===== src/rtl/spin_sweep_scheduler_if.sv =====
// Handshake bundle between the core control/tree side and the spin sweep scheduler.
// The master drives the run controls and tree sum. The slave (the scheduler) drives the row issue and status.
interface spin_sweep_scheduler_if #(
  parameter int NUM_SPINS = 32,
  parameter int SUM_SIZE  = 12,
  parameter int ITER_W    = 16
);
  localparam int IDX_W = $clog2(NUM_SPINS);

  logic                 start;
  logic                 abort;
  logic [ITER_W-1:0]    num_sweeps;
  logic                 stop_on_stable;
  logic [NUM_SPINS-1:0] spin_init;
  logic [SUM_SIZE-1:0]  sum_in;

  logic                 row_valid;
  logic [IDX_W-1:0]     row_idx;
  logic                 current_spin;
  logic [NUM_SPINS-1:0] spins_out;
  logic                 busy;
  logic                 done;
  logic [ITER_W-1:0]    sweep_count;
  logic [IDX_W:0]       flips_last;

  modport master (
    output start, abort, num_sweeps, stop_on_stable, spin_init, sum_in,
    input  row_valid, row_idx, current_spin, spins_out, busy, done,
           sweep_count, flips_last
  );

  modport slave (
    input  start, abort, num_sweeps, stop_on_stable, spin_init, sum_in,
    output row_valid, row_idx, current_spin, spins_out, busy, done,
           sweep_count, flips_last
  );
endinterface


===== src/rtl/spin_sweep_scheduler.sv =====
// Ising sweep sequencer: issues one row per spin to the reduce-adder tree and flips spins whose local sum is negative.
// It repeats sweeps until the programmed count is reached or a sweep produces no flips.
module spin_sweep_scheduler #(
  parameter int NUM_SPINS     = 32,
  parameter int SUM_SIZE      = 12,
  parameter int ADDER_LATENCY = 2,
  parameter int PIPELINED     = 0,
  parameter int ITER_W        = 16
) (
  input  logic                    clk,
  input  logic                    rst_n,
  spin_sweep_scheduler_if.slave   bus
);

  localparam int IDX_W = $clog2(NUM_SPINS);
  localparam int CNT_W = IDX_W + 1;
  localparam int TW    = (ADDER_LATENCY > 0) ? ADDER_LATENCY : 1;
  localparam logic [IDX_W-1:0]  LAST_ROW  = IDX_W'(NUM_SPINS - 1);
  localparam logic [ITER_W-1:0] SWEEP_MAX = '1;
  localparam logic [TW-1:0]     LAST_MASK = TW'(1) << (TW - 1);

  typedef enum logic [2:0] {
    S_IDLE,
    S_ISSUE,
    S_DRAIN,
    S_EVAL,
    S_DONE
  } state_t;

  state_t r_state;
  state_t w_next;

  logic [NUM_SPINS-1:0] r_spins;
  logic [NUM_SPINS-1:0] r_shadow;
  logic [IDX_W-1:0]     r_rowIdx;
  logic [TW-1:0]        r_tagValid;
  logic [IDX_W-1:0]     r_tagIdx [TW];
  logic [ITER_W-1:0]    r_numSweeps;
  logic                 r_stopOnStable;
  logic [ITER_W-1:0]    r_sweepCount;
  logic [CNT_W-1:0]     r_flipCnt;
  logic [CNT_W-1:0]     r_flipsLast;

  logic                 w_rowValid;
  logic                 w_pipeEmpty;
  logic                 w_drainDone;
  logic                 w_resValid;
  logic [IDX_W-1:0]     w_resIdx;
  logic                 w_flip;
  logic [ITER_W-1:0]    w_sweepNext;
  logic                 w_finish;

  // The tag at the end of the delay line marks the row whose sum is on sum_in this cycle.
  generate
    if (ADDER_LATENCY == 0) begin : g_comb_tree
      assign w_resValid  = w_rowValid;
      assign w_resIdx    = r_rowIdx;
      assign w_pipeEmpty = 1'b1;
      assign w_drainDone = 1'b1;
    end else begin : g_pipe_tree
      assign w_resValid  = r_tagValid[TW-1];
      assign w_resIdx    = r_tagIdx[TW-1];
      assign w_pipeEmpty = ~|r_tagValid;
      assign w_drainDone = ~|(r_tagValid & ~LAST_MASK);
    end
  endgenerate

  assign w_rowValid  = (r_state == S_ISSUE) && ((PIPELINED != 0) || w_pipeEmpty);
  assign w_flip      = w_resValid && bus.sum_in[SUM_SIZE-1];
  assign w_sweepNext = (r_sweepCount == SWEEP_MAX) ? r_sweepCount
                                                   : r_sweepCount + ITER_W'(1);
  assign w_finish    = (w_sweepNext == r_numSweeps) ||
                       (r_stopOnStable && (r_flipCnt == '0));

  always_ff @(posedge clk or negedge rst_n) begin
    if (!rst_n) begin
      r_state <= S_IDLE;
    end else begin
      r_state <= w_next;
    end
  end

  always_comb begin
    w_next = r_state;
    case (r_state)
      S_IDLE: begin
        if (bus.start) begin
          w_next = (bus.num_sweeps == '0) ? S_DONE : S_ISSUE;
        end
      end
      S_ISSUE: begin
        if (w_rowValid && (r_rowIdx == LAST_ROW)) begin
          w_next = (ADDER_LATENCY == 0) ? S_EVAL : S_DRAIN;
        end
      end
      S_DRAIN: begin
        if (w_drainDone) begin
          w_next = S_EVAL;
        end
      end
      S_EVAL: begin
        w_next = w_finish ? S_DONE : S_ISSUE;
      end
      S_DONE: begin
        w_next = S_IDLE;
      end
      default: begin
        w_next = S_IDLE;
      end
    endcase
    if (bus.abort) begin
      w_next = S_IDLE;
    end
  end

  // Abort drops in-flight tags and the uncommitted shadow, but keeps the committed spins.
  always_ff @(posedge clk or negedge rst_n) begin
    if (!rst_n) begin
      r_spins        <= '0;
      r_shadow       <= '0;
      r_rowIdx       <= '0;
      r_tagValid     <= '0;
      for (int i = 0; i < TW; i++) begin
        r_tagIdx[i] <= '0;
      end
      r_numSweeps    <= '0;
      r_stopOnStable <= 1'b0;
      r_sweepCount   <= '0;
      r_flipCnt      <= '0;
      r_flipsLast    <= '0;
    end else begin
      for (int i = TW - 1; i > 0; i--) begin
        r_tagValid[i] <= r_tagValid[i-1];
        r_tagIdx[i]   <= r_tagIdx[i-1];
      end
      r_tagValid[0] <= w_rowValid;
      r_tagIdx[0]   <= r_rowIdx;

      if (bus.abort) begin
        r_tagValid <= '0;
        r_shadow   <= r_spins;
        r_rowIdx   <= '0;
        r_flipCnt  <= '0;
      end else if (r_state == S_IDLE) begin
        if (bus.start) begin
          r_spins        <= bus.spin_init;
          r_shadow       <= bus.spin_init;
          r_numSweeps    <= bus.num_sweeps;
          r_stopOnStable <= bus.stop_on_stable;
          r_sweepCount   <= '0;
          r_flipsLast    <= '0;
          r_flipCnt      <= '0;
          r_rowIdx       <= '0;
        end
      end else begin
        if (w_rowValid) begin
          r_rowIdx <= (r_rowIdx == LAST_ROW) ? '0 : r_rowIdx + IDX_W'(1);
        end
        // Serial mode writes straight through so later rows see earlier flips.
        if (w_flip) begin
          r_flipCnt <= r_flipCnt + CNT_W'(1);
          if (PIPELINED != 0) begin
            r_shadow[w_resIdx] <= ~r_shadow[w_resIdx];
          end else begin
            r_spins[w_resIdx] <= ~r_spins[w_resIdx];
          end
        end
        if (r_state == S_EVAL) begin
          if (PIPELINED != 0) begin
            r_spins <= r_shadow;
          end
          r_flipsLast  <= r_flipCnt;
          r_sweepCount <= w_sweepNext;
          r_flipCnt    <= '0;
        end
      end
    end
  end

  assign bus.row_valid    = w_rowValid;
  assign bus.row_idx      = r_rowIdx;
  assign bus.current_spin = w_rowValid & r_spins[r_rowIdx];
  assign bus.spins_out    = r_spins;
  assign bus.busy         = (r_state == S_ISSUE) || (r_state == S_DRAIN) ||
                            (r_state == S_EVAL);
  assign bus.done         = (r_state == S_DONE);
  assign bus.sweep_count  = r_sweepCount;
  assign bus.flips_last   = r_flipsLast;

endmodule


===== src/flat_wrapper.sv =====
// flat-port wrapper written by rule: the top's interface ports become plain ports
module spin_sweep_scheduler_flat 
#(
  parameter int NUM_SPINS     = 32,
  parameter int SUM_SIZE      = 12,
  parameter int ADDER_LATENCY = 2,
  parameter int PIPELINED     = 0,
  parameter int ITER_W        = 16
)
  (clk, rst_n, bus_start, bus_abort, bus_num_sweeps, bus_stop_on_stable, bus_spin_init, bus_sum_in, bus_row_valid, bus_row_idx, bus_current_spin, bus_spins_out, bus_busy, bus_done, bus_sweep_count, bus_flips_last);
  spin_sweep_scheduler_if #(.NUM_SPINS(NUM_SPINS), .SUM_SIZE(SUM_SIZE), .ITER_W(ITER_W)) bus_i ();
  input  logic clk;
  input  logic rst_n;
  input wire logic [$bits(bus_i.start)-1:0] bus_start;
  input wire logic [$bits(bus_i.abort)-1:0] bus_abort;
  input wire logic [$bits(bus_i.num_sweeps)-1:0] bus_num_sweeps;
  input wire logic [$bits(bus_i.stop_on_stable)-1:0] bus_stop_on_stable;
  input wire logic [$bits(bus_i.spin_init)-1:0] bus_spin_init;
  input wire logic [$bits(bus_i.sum_in)-1:0] bus_sum_in;
  output wire logic [$bits(bus_i.row_valid)-1:0] bus_row_valid;
  output wire logic [$bits(bus_i.row_idx)-1:0] bus_row_idx;
  output wire logic [$bits(bus_i.current_spin)-1:0] bus_current_spin;
  output wire logic [$bits(bus_i.spins_out)-1:0] bus_spins_out;
  output wire logic [$bits(bus_i.busy)-1:0] bus_busy;
  output wire logic [$bits(bus_i.done)-1:0] bus_done;
  output wire logic [$bits(bus_i.sweep_count)-1:0] bus_sweep_count;
  output wire logic [$bits(bus_i.flips_last)-1:0] bus_flips_last;
  assign bus_i.start = bus_start;
  assign bus_i.abort = bus_abort;
  assign bus_i.num_sweeps = bus_num_sweeps;
  assign bus_i.stop_on_stable = bus_stop_on_stable;
  assign bus_i.spin_init = bus_spin_init;
  assign bus_i.sum_in = bus_sum_in;
  assign bus_row_valid = bus_i.row_valid;
  assign bus_row_idx = bus_i.row_idx;
  assign bus_current_spin = bus_i.current_spin;
  assign bus_spins_out = bus_i.spins_out;
  assign bus_busy = bus_i.busy;
  assign bus_done = bus_i.done;
  assign bus_sweep_count = bus_i.sweep_count;
  assign bus_flips_last = bus_i.flips_last;
  spin_sweep_scheduler #(.NUM_SPINS(NUM_SPINS), .SUM_SIZE(SUM_SIZE), .ADDER_LATENCY(ADDER_LATENCY), .PIPELINED(PIPELINED), .ITER_W(ITER_W)) u_core (.clk(clk), .rst_n(rst_n), .bus(bus_i));
endmodule

===== config.mk =====
export PLATFORM = sky130hd
export DESIGN_NAME = spin_sweep_scheduler_flat
export DESIGN_NICKNAME = d
export VERILOG_FILES = /design/src/rtl/spin_sweep_scheduler_if.sv /design/src/rtl/spin_sweep_scheduler.sv /design/src/flat_wrapper.sv
export SDC_FILE = /design/constraint.sdc
export NUM_CORES = 1
export LEC_CHECK = 0
export BUFFER_PORTS_ARGS = -buffer_cell sky130_fd_sc_hd__buf_2
export CORE_ASPECT_RATIO = 0.5
export CORE_UTILIZATION = 52
export CTS_BUF_LIST = sky130_fd_sc_hd__clkbuf_4
export DETAILED_ROUTE_END_ITERATION = 10
export PLACE_DENSITY = 0.84
export SLEW_MARGIN = 15
export SYNTH_ARGS = -nofsm -noshare
export SYNTH_HDL_FRONTEND = slang
export SYNTH_SLANG_ARGS = --single-unit

===== constraint.sdc =====
create_clock -name clk -period 2.7 [get_ports clk]
set_clock_uncertainty 0.15 [all_clocks]
set_input_delay 0.27 -clock clk [delete_from_list [all_inputs] [get_ports clk]]
set_output_delay 0.27 -clock clk [all_outputs]
set_load 0.01 [all_outputs]

Yosys cells after proc, flatten, opt, wreduce, memory -nomap -nowiden

Index checks and enable logic that the tools add are counted.

Register bits: 97
Input bits: 65
Output and inout port bits: 63
Word-level logic and storage cells: 88

Add/sub/neg operators: 3
$lt $le $gt $ge: 3
Equality and inequality tests: 11
Muxes and demuxes: 34
Bitwise gates (word level): 3
Reduce and logical (&&, ||, !) cells: 23

Operators by type and width:

| operator                | number |
|---|---|
| $mux W32                | 3 |
| $mux W16                | 4 |
| $mux W6                 | 7 |
| $bwmux W32              | 1 |
| $mux W5                 | 5 |
| $mux W3                 | 6 |
| $add A16 B1 Y16 const B | 1 |
| $eq A16 B16 Y1          | 1 |
| $eq A16 B16 Y1 const B  | 1 |
| $logic_not A16 Y1       | 1 |
| $lt A5 B6 Y1 const B    | 2 |
| $pmux W3 S4             | 1 |
| $reduce_and A3 Y1       | 4 |
| $bmux W1 S5             | 2 |
| $ne A3 B3 Y1 const B    | 3 |
| $add A6 B1 Y6 const B   | 1 |
| $eq A3 B2 Y1 const B    | 2 |
| $logic_not A6 Y1        | 1 |
| $add A5 B1 Y5 const B   | 1 |
| $demux W1 S5            | 1 |
| $eq A5 B5 Y1 const B    | 1 |
| $ge A5 B1 Y1 const B    | 1 |
| $logic_and A1 B1 Y1     | 5 |
| $reduce_and A2 Y1       | 2 |
| 14 further kinds        | 20 |

Logic depth before layout (Yosys ltp)

Gate-level depths: netlist (run 1).

Depth in word-level cells: 7
Gate-level depth with buffers: 9
Mapped depth without buffers: 8

Worst setup path before layout (run 1)

OpenSTA, ideal clock, no wires.

Path type: reg2reg
Start point: reg u_core.r_sweepCount[1], in the netlist u_core.bus.sweep_count[1]
End point: reg u_core.r_state[2]
Arrival time: 2.439 ns
Setup slack: 0.033 ns
Cell stages (with the launch flop): 9
Period minus slack after synthesis: 2.667 ns
Path through: dfrtp_1 ha_1 nand3_2 nor4_4 mux2i_1 xor2_1 nand4_1 or4_1 a21oi_1

Longest elaborated chain between the ends: 7
Elaborated cells between the ends (all ways): 8
Classes of those cells: add/sub: 1; eq/ne: 2; mux: 4; reduce/logical: 1

Ends and longest elaborated chain:

| what                                                     | line                                                   | RTL |
|---|---|---|
| start, declared                                          | spin_sweep_scheduler.sv:40                             | `logic [ITER_W-1:0] r_sweepCount;` |
| start signal, assigned                                   | spin_sweep_scheduler.sv:173                            | `r_sweepCount <= w_sweepNext;` |
| $add A16 B1 Y16 / $eq A16 B16 Y1 (equally long branches) | spin_sweep_scheduler.sv:71, spin_sweep_scheduler.sv:70 |  |
| $mux W16 (*)                                             | spin_sweep_scheduler.sv:70                             | `assign w_sweepNext = (r_sweepCount == SWEEP_MAX) ? r_sweepCount` |
| $eq A16 B16 Y1 (*)                                       | spin_sweep_scheduler.sv:72                             | `assign w_finish = (w_sweepNext == r_numSweeps) \|\|` |
| $logic_or A1 B1 Y1 (*)                                   | spin_sweep_scheduler.sv:72                             |  |
| $mux W3 (*)                                              | spin_sweep_scheduler.sv:102                            | `w_next = w_finish ? S_DONE : S_ISSUE;` |
| $pmux W3 S4 (*)                                          | spin_sweep_scheduler.sv:85                             | `case (r_state)` |
| $mux W3 (*)                                              | spin_sweep_scheduler.sv:111                            | `if (bus.abort) begin` |
| end signal, assigned                                     | spin_sweep_scheduler.sv:79                             | `r_state <= w_next;` |
| end, declared                                            | spin_sweep_scheduler.sv:30                             | `state_t r_state;` |

Mark *: on every way between the ends. The rest lies on a longest branch, timed or not.
A chain may end at the register's enable or synchronous reset.

Worst setup path in the final report (run 1)

Start point: reg u_core.r_rowIdx[0], in the netlist u_core.bus.row_idx[0]
End point: out bus_current_spin

Longest elaborated chain between the ends: 3

Ends and longest elaborated chain:

| what                          | line                        | RTL |
|---|---|---|
| start, declared               | spin_sweep_scheduler.sv:35  | `logic [IDX_W-1:0] r_rowIdx;` |
| start signal, assigned        | spin_sweep_scheduler.sv:157 | `r_rowIdx <= (r_rowIdx == LAST_ROW) ? '0 : r_rowIdx + IDX_W'(1);` |
| $bmux W1 S5                   | spin_sweep_scheduler.sv:182 | `assign bus.current_spin = w_rowValid & r_spins[r_rowIdx];` |
| $mux W1 (not written as such) | spin_sweep_scheduler.sv:182 |  |
| $and A1 B1 Y1                 | spin_sweep_scheduler.sv:182 |  |
| end, declared                 | flat_wrapper.sv:22          | `output wire logic [$bits(bus_i.current_spin)-1:0] bus_current_spin;` |

No other way between the ends. The select of a mux whose other input is x is not followed.

==> run metrics, run 1 <==
Core Footprint=11100 sq um; clock latency on the worst-skew pair=0.48 ns; fin area=7810 sq um; Post-Synth Simple-Gate Area=0.206; Setup crit end kind=output pin; routed len/inst=19.2 microns; worst min-delay path startpoint=bus_sum_in[11]; Synth area leaders=dfrtp_1, o21ai_0, a21oi_1; min setup slack post-route=-0.155 ns; Residual DRC=0; reg2reg setup slack=-0.02 ns; Crit Path Max Fanout=6; Synth Area in XOR/XNOR=0.0189; multiplexer share of the synthesized area=0.0988; antenna viol nets, final=0; CTS buffer count=9; vias in the first global route=6084; Reg area=2440 sq um; reg-to-reg critical path startpoint=u_core.bus.sweep_count[13]; minimum clock period=2.85 ns; Leak=0.00346 uW; Hold Path Sink=u_core.r_flipCnt[1]; Gate Count Post-Synth=673; clk buf depth=2; final slew viol count=0; main combinational cell family by area after synthesis=compound AO/OA/AOI/OAI gates; Post-Route WL=19300 microns; Hold Crit Class=input pin to flip-flop; routed via count=6322; Placer Congestion=0.964; Startpoint Class=flip-flop; number of port buffers=116; Crit Path Category=flip-flop to output pin; Ys Warns=0; CTS root buf=clkbuf_4; EDFF count, synth=0; multi-input logic area=3390 sq um; Num Clock Sinks=97; final period utilization=1.06; first-pass GRT wire length=30800 microns; maxcap violations=0; worst slew pin tran=0.964 ns; GRT overflow=0; Async SR Flop Fraction=1.00; io pins=128; Die Span X=154 microns; commonest non-fill, non-tap cells in the layout=buf_2, o21ai_0, dfrtp_1, a21oi_1, buf_4; DP Area=6950 sq um; initial antenna violation count=1; Core Util, Final=0.703; Nets=927; Post-Synthesis Cell Area=6020 sq um; TritonCTS clock tree=yes; status=complete, but fails checks; largest net degree at the start of global routing=98; die area=12000 sq um; Hold Vio Cnt, Final=0; Mapped Avg Cell Area=8.94 sq um; Peak VDD IR=0.578 mV; area delta synth->final=29.8%; hold-critical path depth=5; Die Span Y=78.1 microns; Worst Setup SP=u_core.bus.row_idx[0]; Rows=27; syn_nets=743; final setup vio count=2; cell taking the most area after synthesis=dfrtp_1; Filler cells=852; global-route usage over all layers=0.329; failing checks=setup timing; vias per cell=6.27; post-detail-place hpwl=13000 microns; Initial Utilization=0.541; Yosys top cell area share=0.403; Yosys reg bits=97; Netlist cell types=65; Worst-path clk slew=0.14 ns; Fmax achieved=350 MHz; PD cells=804 nW/um^2; Synth Area in Adders=0.0104; slew margin rel.=0.353; ys flop type=dfrtp_1; H-tree depth=3; layout cells sized above 1=0.307; data arrival time of the worst path=2.43 ns; WP data required=2.28 ns; RSZ-0062 raised after global routing=yes; first-iteration detailed-routing DRC count=708; Reg2Reg Depth=8; Synth Area in Compound Gates=0.217; share of the yosys chip area belonging to registers=0.403; DRT Pass-1 Iters=5; Reg-to-Reg End=u_core.r_state[2]; most common cell after layout, fill and taps aside=buf_2
## final cells by class
class	instances	share of cell area
flip-flops and latches	97	0.312
diodes	1	0.000320
clock inverters	6	0.0104
multi-input cells	513	0.434
well taps	145	0.0232
clock buffers	10	0.00961
inverters	7	0.00336
repair buffers	229	0.207
## state kept, by name, summed over array words and instances, names as in the netlist, 5 cells and up
| register | count |
|---|---|
| u_core.bus.spins_out | 32 |
| u_core.bus.sweep_count | 16 |
| u_core.r_numSweeps | 16 |
| u_core.bus.flips_last | 6 |
| u_core.r_flipCnt | 6 |
| u_core.bus.row_idx | 5 |
| u_core.r_tagIdx | 5 |
| u_core.w_resIdx | 5 |
## worst max-delay path: stages (launching register included)
cell and delay [ns]:
dfrtp_2 0.44, buf_12 0.15, mux4_2 0.55, mux4_2 0.49, mux2i_1 0.16, nor2_1 0.05
buf_2 0.13
## Yosys cell counts, types with 7 or more instances
cell type / count
dfrtp_1: 97
o21ai_0: 97
a21oi_1: 86
nand2_1: 46
nor3_1: 43
nor2_1: 42
clkbuf_1: 34
mux4_2: 18
nand3_1: 16
mux2_2: 15
nand4_1: 14
buf_2: 11
nand2b_1: 11
a31oi_1: 9
xor2_1: 9
nor4_1: 8
inv_1: 7
## kinds of logic after synthesis
group / Yosys count
and+or+nand+nor: 229
DFF: 97
muxes: 35
xor gates and xnor gates: 13
AOI/OAI and AO/OA: 231
buffers and inverters: 63
adders and majority gates: 5
## layer usage
metal	GRT usage	wire length, microns	vias to the layer above
met5	0	0	-
met4	0.115	379	0
met3	0.0712	1890	44
met2	0.563	9460	355
met1	0.418	7620	3047
li1	-	-	2876
## power by group
group	switching, uW	leakage [uW]	internal (uW)
clock network	502	0.0000859	383
registers	485	0.00126	1850
logic	1700	0.00211	1360
total	2690	0.00346	3590
## worst max path at each step
stage | endpoint | slack (ns)
3_5_place_dp | u_core.r_state[2] | 0.03
6_report | bus_current_spin | -0.15
4_1_cts | bus_current_spin | -0.17
5_1_grt | bus_current_spin | -0.25
2_1_floorplan | u_core.r_state[2] | 0.03
3_3_place_gp | u_core.r_state[2] | 0.14
## stage by stage
step	hold WS, ns	setup WS [ns]	setup TNS [ns]	std cells	power (uW)
2_1_floorplan	-0.176	0.0334	0	673	4190
3_3_place_gp	0.120	0.142	0	928	5080
3_5_place_dp	0.136	0.0270	0	928	5200
4_1_cts	0.0982	-0.170	-0.170	997	6160
5_1_grt	0.110	-0.249	-0.430	1008	6680
6_report	0.105	-0.155	-0.177	1008	6280
## repair_timing
action	in CTS	in global routing
pin swaps	0	7
endpoints found under the setup margin	1	29
buffers inserted	2	9
hold buffers	51	0
endpoints found under the hold margin	89	0
resized for setup	1	22
gates cloned	0	1
(Power assumes the default switching activity.)
==> inputs of run 2 (changes only) <==
--- a/config.mk
+++ b/config.mk
@@ -7,6 +7,7 @@
 export LEC_CHECK = 0
 export BUFFER_PORTS_ARGS = -buffer_cell sky130_fd_sc_hd__buf_2
 export CORE_ASPECT_RATIO = 0.5
+export CORE_MARGIN = 5
 export CORE_UTILIZATION = 52
 export CTS_BUF_LIST = sky130_fd_sc_hd__clkbuf_4
 export DETAILED_ROUTE_END_ITERATION = 10
==> run 2 against run 1 <==
Count of clock-buffer cells in the layout increased by 2. Maximum frequency increased by 0.27%. Setup slack better by 0.0078 ns. The flow still finishes with violations (setup timing). Global-route usage down 4.7 points. Clock power shrank 19%. Utilization is 0.98 points lower. Critical endpoint unchanged. Hold slack got worse by 0.0049 ns. Cell count shrank 0.89%. Sequential cell count unchanged. Via count decreased by 0.70%. Sequential power about the same.
==> run metrics, run 2 (synthesis gave the netlist of run 1 again) <==
Post-Route WL=19400 microns (was 19300 microns); RSZ-0062 raised after global routing=yes (unchanged); clock latency on the worst-skew pair=0.46 ns (was 0.48 ns); vias in the first global route=6161 (was 6084); Crit Path Max Fanout=11 (was 6); PD cells=787 nW/um^2 (was 804 nW/um^2); number of port buffers=116 (unchanged); CP max stage delay=0.56 ns (was 0.55 ns); Peak VDD IR=0.525 mV (was 0.578 mV); critical path cell sequence=buf_12 > mux4_2 > mux4_2 > mux2i_1 > nor2_1 > buf_2 (unchanged); final slew viol count=0 (unchanged); GRT overflow=0 (unchanged); vias per cell=6.28 (was 6.27); DRT Pass-1 Iters=5 (unchanged); Hold Vio Cnt, Final=0 (unchanged); Crit Path Category=flip-flop to output pin (unchanged); Non-Filler Instances=999 (was 1008); Worst-path clk slew=0.15 ns (was 0.14 ns); slowest stage cell, crit path=mux4_2 (unchanged); die area=14000 sq um (was 12000 sq um); layout cells sized above 1=0.303 (was 0.307); failing checks=setup timing (unchanged); Die Span Y=86.1 microns (was 78.1 microns); global-route usage over all layers=0.282 (was 0.329); Hold Crit Class=input pin to flip-flop (unchanged); final period utilization=1.05 (was 1.06); data arrival time of the worst path=2.43 ns (about the same); Initial Utilization=0.540 (was 0.541); Fmax achieved=351 MHz (was 350 MHz); CTS root buf=clkbuf_4 (unchanged); routed via count=6278 (was 6322); Die Span X=162 microns (was 154 microns); Leak=0.00340 uW (was 0.00346 uW); Core Footprint=11100 sq um (about the same); WP data required=2.28 ns (about the same); slew margin rel.=0.414 (was 0.353); io pins=128 (unchanged); Setup crit end kind=output pin (unchanged); dpl cells=925 (was 928); largest net degree at the start of global routing=98 (unchanged); initial antenna violation count=1 (unchanged); Nets=917 (was 927); maxcap violations=0 (unchanged); Residual DRC=0 (unchanged); Placer Congestion=0.994 (was 0.964); commonest non-fill, non-tap cells in the layout=buf_2, o21ai_0, dfrtp_1, a21oi_1, dlygate4sd3_1 (was buf_2, o21ai_0, dfrtp_1, a21oi_1, buf_4); Startpoint Class=flip-flop (unchanged); routed len/inst=19.5 microns (was 19.2 microns); TritonCTS clock tree=yes (unchanged); worst slew pin tran=0.873 ns (was 0.964 ns); most common cell after layout, fill and taps aside=buf_2 (unchanged); CTS buffer count=9 (unchanged); status=complete, but fails checks (unchanged); Num Clock Sinks=97 (unchanged); antenna viol nets, final=0 (unchanged); Rows=27 (unchanged); Core Util, Final=0.693 (was 0.703); first-iteration detailed-routing DRC count=765 (was 708); minimum clock period=2.85 ns (about the same); flip-flop count of the largest register after layout=32 (unchanged); first-pass GRT wire length=31500 microns (was 30800 microns); H-tree depth=3 (unchanged); clk buf depth=2 (unchanged); final setup vio count=1 (was 2); min setup slack post-route=-0.147 ns (was -0.155 ns); Most common cell on crit path=mux4_2 (unchanged); area delta synth->final=28.4% (was 29.8%); post-detail-place hpwl=13000 microns (about the same); reg2reg setup slack=0.09 ns (was -0.02 ns)
[run 2: final timing paths]
kind,from,endpoint,depth (start not counted)
min in group asynchronous,rst_n,u_core.bus.sweep_count[11],2
max in group asynchronous,rst_n,u_core.bus.row_idx[1],3
min reg2reg,u_core.r_tagIdx[6],u_core.w_resIdx[1],0
max reg2reg,u_core.bus.sweep_count[0],u_core.r_state[2],8
max,u_core.bus.row_idx[0],bus_current_spin,6
min,bus_sum_in[11],u_core.r_flipCnt[0],5
[run 2: worst max-delay path, delay by kind of cell, from the launching register on]
| kind | cells | cell delay (ns) |
|---|---|---|
| mux | 3 | 1.20 |
| buf+inv | 2 | 0.30 |
| flops | 1 | 0.42 |
| simple gates | 1 | 0.06 |
[run 2: stage by stage]
stage	hold WS (ns)	total power [uW]	setup slack [ns]	area, sq um	setup TNS (ns)
after floorplan	-0.176	4190	0.0334	6020	0
final	0.100	6080	-0.147	7720	-0.147
after global routing	0.0855	6520	-0.258	7720	-0.267
after global placement	0.0873	5100	0.0824	6930	0
after CTS	0.0857	6000	-0.169	7580	-0.169
after detailed placement	0.0953	5210	-0.00306	6930	-0.00306
[run 2: area by class of cell]
type	instances	area, sq um
tap	145	181
clock buffer	12	90.1
clock inverter	4	28.8
multi-input combinational	513	3430
timing repair buffer	219	1530
sequential	97	2430
antenna	2	5.00
fill	889	3420
inverter	7	26.3
[run 2: what timing repair did]
action	4_1_cts	5_1_grt
endpoints found under the hold margin	83	0
hold buffers	51	0
buffers inserted	1	4
resized for setup	4	24
pin swaps	0	6
endpoints found under the setup margin	2	35
[run 2: layer usage]
layer / track usage / part of all wire / vias up
met5: 0 / 0 / -
li1: - / - / 2867
met3: 0.0677 / 0.095 / 72
met1: 0.356 / 0.39 / 2951
met2: 0.470 / 0.47 / 388
met4: 0.121 / 0.038 / 0
[run 2: power by group]
group | switching [uW] | internal (uW) | leakage, uW
clock | 493 | 223 | 0.0000640
sequential | 506 | 1850 | 0.00126
combinational | 1680 | 1330 | 0.00207
total | 2680 | 3400 | 0.00340
==> inputs of run 3 (changes only) <==
--- a/config.mk
+++ b/config.mk
@@ -8,10 +8,10 @@
 export BUFFER_PORTS_ARGS = -buffer_cell sky130_fd_sc_hd__buf_2
 export CORE_ASPECT_RATIO = 0.5
 export CORE_MARGIN = 5
-export CORE_UTILIZATION = 52
+export CORE_UTILIZATION = 41
 export CTS_BUF_LIST = sky130_fd_sc_hd__clkbuf_4
 export DETAILED_ROUTE_END_ITERATION = 10
-export PLACE_DENSITY = 0.84
+export PLACE_DENSITY = 0.69
 export SLEW_MARGIN = 15
 export SYNTH_ARGS = -nofsm -noshare
 export SYNTH_HDL_FRONTEND = slang
==> run 3 against run 2 <==
Sequential share of layout area fell by 0.28 points. First-iteration DRC count fell by 13%. The run still ends with setup timing left. Largest power group unchanged. Largest cell class unchanged. Critical path depth unchanged. Register-to-register slack about the same. Combinational power is 2% higher. Count of clock-buffer cells in the layout down 2. Clock power is 15% higher.
==> run metrics, run 3 (synthesis gave the netlist of run 1 again) <==
status=complete, but fails checks (unchanged); failing checks=setup timing (unchanged); Leak=0.00342 uW (was 0.00340 uW); Initial Utilization=0.417 (was 0.540); CTS root buf=clkbuf_4 (unchanged); RSZ-0062 raised after global routing=yes (unchanged); io pins=128 (unchanged); Core Footprint=14400 sq um (was 11100 sq um); Startpoint Class=flip-flop (unchanged); data arrival time of the worst path=2.40 ns (was 2.43 ns); sequential share of power=0.370 (was 0.388); Num Clock Sinks=97 (unchanged); initial antenna violation count=1 (unchanged); WP data required=2.28 ns (about the same); pre-CTS setup slack=0.0000850 ns (was -0.00306 ns); Nets=920 (was 917); Worst-path clk slew=0.14 ns (was 0.15 ns); Most common cell on crit path=mux4_2 (unchanged); Hold Vio Cnt, Final=0 (unchanged); final slew viol count=0 (unchanged); H-tree depth=3 (unchanged); global-route usage over all layers=0.228 (was 0.282); net load switching power=2660 uW (was 2680 uW); final setup vio count=1 (unchanged); final period utilization=1.05 (about the same); antenna viol nets, final=0 (unchanged); Internal Pwr Total=3500 uW (was 3400 uW); routed via count=6144 (was 6278); critical path cell sequence=buf_12 > mux4_2 > mux4_2 > mux2i_1 > nor2_1 > buf_2 (unchanged); Die Span Y=95.7 microns (was 86.1 microns); routed len/inst=18.6 microns (was 19.5 microns); min setup slack post-route=-0.124 ns (was -0.147 ns); DR WL met2=9380 microns (was 9190 microns); Peak VDD IR=0.412 mV (was 0.525 mV); commonest non-fill, non-tap cells in the layout=buf_2, o21ai_0, dfrtp_1, a21oi_1, buf_4 (was buf_2, o21ai_0, dfrtp_1, a21oi_1, dlygate4sd3_1); vias in the first global route=6034 (was 6161); maxcap violations=0 (unchanged); Met3 Routed Length=1650 microns (was 1840 microns); Top delay family on crit path=multiplexers (unchanged); slowest stage cell, crit path=mux4_2 (unchanged); Fmax achieved=354 MHz (was 351 MHz); met1 WL=8210 microns (was 7670 microns); Setup crit end kind=output pin (unchanged); layout cells sized above 1=0.294 (was 0.303); Power Total=6160 uW (was 6080 uW); largest net degree at the start of global routing=97 (was 98); uppermost layer routed=met4 (unchanged); Crit Path Max Fanout=10 (was 11); vias per cell=5.83 (was 6.28); Post-Route WL=19600 microns (was 19400 microns); share of power burned in combinational logic=0.496 (was 0.495); Filler cells=1342 (was 889); GRT overflow=0 (unchanged); clock latency on the worst-skew pair=0.46 ns (about the same); CP max stage delay=0.53 ns (was 0.56 ns); die area=17300 sq um (was 14000 sq um); clock power share=0.133 (was 0.118); Rows=31 (was 27); DRT Pass-1 Iters=5 (unchanged); slew margin rel.=0.373 (was 0.414); minimum clock period=2.82 ns (was 2.85 ns); first-pass GRT wire length=31600 microns (was 31500 microns); Placer Congestion=0.946 (was 0.994); most common cell after layout, fill and taps aside=buf_2 (unchanged); area delta synth->final=29.5% (was 28.4%); switching power share of the total=0.432 (was 0.440); CTS buffer count=9 (unchanged); first-iteration detailed-routing DRC count=669 (was 765); worst slew pin tran=0.935 ns (was 0.873 ns); PD cells=791 nW/um^2 (was 787 nW/um^2); Crit Path Category=flip-flop to output pin (unchanged); flip-flop count of the largest register after layout=32 (unchanged); Hold Crit Class=input pin to flip-flop (unchanged); Worst Path Buf+Inv=2 (unchanged); clk buf depth=2 (unchanged); Residual DRC=0 (unchanged); number of port buffers=116 (unchanged); post-detail-place hpwl=13600 microns (was 13000 microns); Die Span X=181 microns (was 162 microns); TritonCTS clock tree=yes (unchanged)
-- run 3: worst paths after layout --
check / from / end / slack, ns / cells after the start
worst min register to register: u_core.r_tagIdx[5] / u_core.w_resIdx[0] / 0.22 / 0
min in group asynchronous: rst_n / u_core.bus.sweep_count[8] / 0.09 / 2
worst max-delay path: u_core.bus.row_idx[0] / bus_current_spin / -0.12 / 6
worst min-delay path: bus_spin_init[4] / u_core.bus.spins_out[4] / 0.05 / 3
worst max register to register: u_core.bus.sweep_count[0] / u_core.r_state[2] / 0.09 / 8
max in group asynchronous: rst_n / u_core.bus.row_idx[1] / 1.54 / 3
-- run 3: power by group through the flow --
stage / clock [uW] / sequential (uW) / combinational (uW)
finish: 822 / 2280 / 3060
global route: 902 / 2340 / 3390
CTS: 843 / 2270 / 3040
detailed placement: 0 / 2310 / 2960
global placement: 0 / 2290 / 2910
floorplan: 0 / 2230 / 1950
-- run 3: through the flow --
stage | instance area [sq um] | TNS [ns] | cells | utilization | hold WS [ns]
floorplan | 6020 | 0 | 673 | - | -0.176
global placement | 7060 | 0 | 983 | 0.489 | 0.0518
detailed placement | 7060 | 0 | 983 | 0.489 | 0.0599
CTS | 7720 | -0.150 | 1050 | 0.535 | 0.0248
global route | 7790 | -0.279 | 1054 | 0.540 | 0.0823
finish | 7790 | -0.124 | 1054 | 0.540 | 0.0524
-- run 3: metal layers --
| metal | GRT usage | up-vias |
|---|---|---|
| met1 | 0.299 | 2971 |
| met2 | 0.383 | 273 |
| met5 | 0 | - |
| met4 | 0.0568 | 0 |
| li1 | - | 2874 |
| met3 | 0.0579 | 26 |
-- run 3: final cells by class --
| cell class | instances | area [sq um] | share of cell area |
|---|---|---|---|
| multi-input cells | 513 | 3370 | 0.432 |
| flip-flops and latches | 97 | 2430 | 0.312 |
| repair buffers | 222 | 1570 | 0.202 |
| well taps | 198 | 248 | 0.0318 |
| clock buffers | 10 | 75.1 | 0.00964 |
| clock inverters | 6 | 67.6 | 0.00867 |
| inverters | 7 | 26.3 | 0.00337 |
| diodes | 1 | 2.50 | 0.000321 |
-- run 3: worst min-delay path, delay by kind of cell --
| kind | cells | cell delay, ns |
|---|---|---|
| compound gates | 2 | 0.22 |
| buf+inv | 1 | 0.11 |
-- run 3: repair_timing --
action	4_1_cts	5_1_grt
resized for setup	3	13
endpoints found under the hold margin	114	0
setup buffers	1	3
pin swaps	0	2
hold buffers	50	0
endpoints found under the setup margin	3	3
